==> src/rtl/inertial_interface.sv <==
// IMU front end: waits out power-up, programs four config registers over SPI,
// then reads pitch rate and Z acceleration byte-wise on each data-ready interrupt.
module inertial_interface #(
  parameter int INIT_WAIT = 65535
) (
  input  logic               clk,
  input  logic               rst_n,
  input  logic               INT,
  input  logic               done,
  input  logic [15:0]        rd_data,
  output logic               wrt,
  output logic [15:0]        cmd,
  output logic signed [15:0] ptch_rt,
  output logic signed [15:0] AZ,
  output logic               vld
);

  localparam logic [15:0] LP_WAIT = 16'(INIT_WAIT);

  typedef enum logic [3:0] {
    WAIT_PWR, CFG1, CFG2, CFG3, CFG4, WAIT_INT, RD_PL, RD_PH, RD_AL, RD_AH
  } state_t;

  state_t             r_state;
  state_t             w_next;
  logic [15:0]        r_timer;
  logic               r_int_ff1;
  logic               r_int_ff2;
  logic               r_pend;
  logic [7:0]         r_pl;
  logic [7:0]         r_ph;
  logic [7:0]         r_al;
  logic               r_wrt;
  logic [15:0]        r_cmd;
  logic signed [15:0] r_ptch;
  logic signed [15:0] r_az;
  logic               r_vld;
  logic               w_issue;
  logic               w_ack;
  logic               w_xfer;
  logic [15:0]        w_cmd;

  // Every transfer state issues exactly one wrt, then parks until its done.
  always_comb begin
    w_next = r_state;
    w_cmd  = 16'h0000;
    w_xfer = 1'b1;
    w_ack  = r_pend & done;
    case (r_state)
      WAIT_PWR: begin
        w_xfer = 1'b0;
        if (r_timer == LP_WAIT) w_next = CFG1;
      end
      CFG1: begin w_cmd = 16'h0D02; if (w_ack) w_next = CFG2;     end
      CFG2: begin w_cmd = 16'h1053; if (w_ack) w_next = CFG3;     end
      CFG3: begin w_cmd = 16'h1150; if (w_ack) w_next = CFG4;     end
      CFG4: begin w_cmd = 16'h1460; if (w_ack) w_next = WAIT_INT; end
      WAIT_INT: begin
        w_xfer = 1'b0;
        if (r_int_ff2) w_next = RD_PL;
      end
      RD_PL: begin w_cmd = 16'hA200; if (w_ack) w_next = RD_PH;    end
      RD_PH: begin w_cmd = 16'hA300; if (w_ack) w_next = RD_AL;    end
      RD_AL: begin w_cmd = 16'hAC00; if (w_ack) w_next = RD_AH;    end
      RD_AH: begin w_cmd = 16'hAD00; if (w_ack) w_next = WAIT_INT; end
      default: begin
        w_xfer = 1'b0;
        w_next = WAIT_PWR;
      end
    endcase
    w_issue = w_xfer & ~r_pend;
  end

  always_ff @(posedge clk or negedge rst_n) begin
    if (!rst_n) begin
      r_state   <= WAIT_PWR;
      r_timer   <= 16'h0000;
      r_int_ff1 <= 1'b0;
      r_int_ff2 <= 1'b0;
      r_pend    <= 1'b0;
      r_pl      <= 8'h00;
      r_ph      <= 8'h00;
      r_al      <= 8'h00;
      r_wrt     <= 1'b0;
      r_cmd     <= 16'h0000;
      r_ptch    <= 16'sh0000;
      r_az      <= 16'sh0000;
      r_vld     <= 1'b0;
    end else begin
      r_state   <= w_next;
      r_int_ff1 <= INT;
      r_int_ff2 <= r_int_ff1;
      if (r_state == WAIT_PWR && r_timer != LP_WAIT) r_timer <= r_timer + 16'd1;
      r_wrt <= w_issue;
      r_vld <= 1'b0;
      if (w_issue) begin
        r_cmd  <= w_cmd;
        r_pend <= 1'b1;
      end else if (w_ack) begin
        r_pend <= 1'b0;
      end
      // Outputs move only on the final byte so a partial sample is never visible.
      if (w_ack) begin
        case (r_state)
          RD_PL: r_pl <= rd_data[7:0];
          RD_PH: r_ph <= rd_data[7:0];
          RD_AL: r_al <= rd_data[7:0];
          RD_AH: begin
            r_ptch <= {r_ph, r_pl};
            r_az   <= {rd_data[7:0], r_al};
            r_vld  <= 1'b1;
          end
          default: ;
        endcase
      end
    end
  end

  assign wrt     = r_wrt;
  assign cmd     = r_cmd;
  assign ptch_rt = r_ptch;
  assign AZ      = r_az;
  assign vld     = r_vld;

endmodule

==> config.mk <==
export PLATFORM = sky130hd
export DESIGN_NAME = inertial_interface
export DESIGN_NICKNAME = d
export VERILOG_FILES = /design/src/rtl/inertial_interface.sv
export SDC_FILE = /design/constraint.sdc
export NUM_CORES = 1
export LEC_CHECK = 0
export BUFFER_PORTS_ARGS = -buffer_cell sky130_fd_sc_hd__buf_4
export CAP_MARGIN = 20
export CORE_MARGIN = 4
export CORE_UTILIZATION = 50
export DETAILED_ROUTE_END_ITERATION = 6
export PLACE_DENSITY = 0.75
export SLEW_MARGIN = 40
export SYNTH_ARGS = -nofsm -noshare
export SYNTH_HDL_FRONTEND = slang
export SYNTH_SLANG_ARGS = --single-unit
==> constraint.sdc <==
create_clock -name clk -period 1.73 [get_ports clk]
set_input_delay 0.173 -clock clk [delete_from_list [all_inputs] [get_ports clk]]
set_output_delay 0.173 -clock clk [all_outputs]
set_load 0.05 [all_outputs]
==> reports/qor.txt <==
Worst Clk Skew: 0.01245 ns
Setup TNS: 0 ns
Bufs on Longest Clock Path: 2
Routed WL: 7.580 mm
CORE AREA: 7687 um^2
IO Pins: 70
All-Layer GR Usage: 0.1721
Max rail drop VDD: 0.8957 mV
Vias per cell: 5.370
Max frequency: 0.6050 GHz
Placer Congestion: 0.8507
Hpwl dp: 5.097 mm
Clk Latency, worst-skew pair: 0.36 ns
CTS H-Tree Depth: 3
CP Capture Type: flip-flop
Drt wl/cell: 15.25 um
Initial Utilization: 0.5112
RSZ-0062 raised after global routing: yes
#FFs+latches synth: 91
Worst R2R Path Depth: 5
Cell total after placement: 478
TritonCTS Buffers: 9
Ys flop type: dfrtp_1
CTS Sinks: 91
CTS tree: done
FP Rows: 32
Endpoints failing hold: 0
DIE WIDTH: 96.66 um
Pin count of the biggest net entering global routing: 92
Non-Filler Instances: 497
Setup Crit Path Kind: flip-flop to flip-flop
Hold slack: 0.02346 ns
Crit path launch type: flip-flop
Post-synthesis cell area: 3930 um^2
Layout area overhead: 24.13%
Root Driver: clkbuf_8
Sequential-to-total area share from yosys stat: 0.5794
Final Setup Violations: 0
Layout Nets: 411
N_diodes: 0
P_leak: 2.461 nW
Fin crit period: 1.653 ns
Design area: 4878 um^2
Critical path fanouts, max: 8
Worst hold stages: 2
Die height: 96.66 um
Initial antenna violation count: 0
Die ar.: 9342 um^2
Worst Path Required: 1.97 ns
Syn Area/Cell: 12.64 um^2
Number of global-route vias before repair: 2726
Hold crit path type: primary input to flip-flop
Commonest non-fill, non-tap cells in the layout: dfrtp_1 (88), buf_4 (80), mux2_2 (56)
Syn Inst Count: 311
Syn. warnings: 0
Clock transition at path regs: 0.10 ns
Number of synthesized flops with an enable pin: 0
Area after DPL: 4612 um^2
Routed Antenna Nets: 0
Total power: 7.405 mW
Count of pins over their slew limit: 0
Port Buf Inserts: 57
WP data arrival: 1.89 ns
Gr ovfl total: 0
Tcrit/Tclk final: 0.9555
DRC: 0
Post-synthesis async set-or-reset flop share: 1.000
Share of cells above drive strength 1: 0.4532
First-pass GRT wire length: 13.22 mm
Most common cell after layout, fill and taps aside: dfrtp_1
PD cells: 1518 nW/um^2
Max_cap viols: 0
Count of cell types in the netlist: 54
Status: finished, final reports clean
Vias: 2669
DR pass1 iterations: 5
Starting DRT DRC Count: 157
==> metrics by stage <==
stage | util | setup WS [ns]
global route | 0.6346 | -0.02012
floorplan | - | 0.01716
detailed placement | 0.5999 | 0.05125
CTS | 0.6263 | 0.03258
finish | 0.6346 | 0.07698
global placement | 0.5999 | 0.07814
==> critical path, cell delays in order (launching register included) <==
cell     delay (ns)
dfrtp_2        0.46
nor2_2         0.23
nand2_1        0.14
nor3_4         0.22
buf_12         0.15
mux2_2         0.34
==> sequential cells by signal, indices dropped and copies added (netlist names) <==
register and cells:
AZ 16, cmd 10, ptch_rt 16, r_al 8, r_int_ff1 1, r_int_ff2 1, r_pend 1, r_ph 8
r_pl 8, r_state 4, r_timer 16, vld 1, wrt 1
==> logic make-up (layout without fill, tap and decap cells) <==
family | after synthesis | in the layout | share of synthesized area
flip-flops | 91 | 91 | 0.5794
other | 1 | 4 | 0.0009542
XOR/XNOR | 15 | 15 | 0.03343
AO/OA/AOI/OAI | 43 | 43 | 0.07227
adder cells (fa/ha/maj) | 2 | 2 | 0.005730
multiplexers | 58 | 58 | 0.1659
AND/OR/NAND/NOR | 70 | 70 | 0.1038
buffers and inverters | 31 | 112 | 0.03852
==> synth_stat cells (2+ instances only) <==
cell type  instances  area share
mux2_2            56        0.16
a222oi_1           2      0.0051
nand2_1           18       0.017
a22o_1             3      0.0067
nor2_1            11       0.011
nor2_2             3      0.0048
nor3b_1            3      0.0057
o31ai_1            2      0.0038
buf_2              9       0.011
or2_2              2      0.0032
nand3_1            7      0.0089
nor3_1             7      0.0089
nand4_1            3      0.0048
xor2_1            14       0.031
buf_4              6       0.011
and3_1             3      0.0048
a211oi_1           2      0.0038
o22ai_1            4      0.0064
dfrtp_1           91        0.58
inv_1             10      0.0096
a21oi_1           10       0.013
clkbuf_1           3      0.0029
o21ai_0           10       0.013
a21o_1             2      0.0038
==> area by class of cell <==
cell class	instances	area, um^2
inverters	11	41.29
clock inverters	7	58.81
well taps	102	127.6
fillers	614	2809
flip-flops and latches	91	2281
repair buffers	85	680.7
clock buffers	9	123.9
multi-input cells	192	1565
==> power by group <==
part           switching (mW)  internal [mW]  total [mW]
clock network           0.803          0.548        1.35
logic                    1.80           1.22        3.02
registers               0.380           2.65        3.03
==> routing by layer <==
layer	part of all wire	global-route usage	vias to the layer above
li1	-	-	1253
met1	0.44	0.2270	1322
met2	0.47	0.2654	80
met3	0.069	0.05552	14
met5	0	0	-
met4	0.016	0.06695	0
==> worst paths after layout <==
| kind | startpoint | endpoint | slack, ns |
|---|---|---|---|
| setup / recovery | r_state[1] | r_al[6] | 0.08 |
| hold / removal | done | r_pend | 0.02 |
| setup reg to reg | r_state[1] | r_al[6] | 0.08 |
| hold reg to reg | r_int_ff1 | r_int_ff2 | 0.36 |
| max in group asynchronous | rst_n | r_state[0] | 0.96 |
| min in group asynchronous | rst_n | AZ[14] | 0.37 |
==> timing repair <==
action                                  CTS  global route
buffers inserted                          0             1
hold buffers                              2             0
resized for setup                         0            13
endpoints found under the setup margin    0            45
hold endpoints to repair                 92             0
Note: power is estimated with default switching activity, not from simulation.
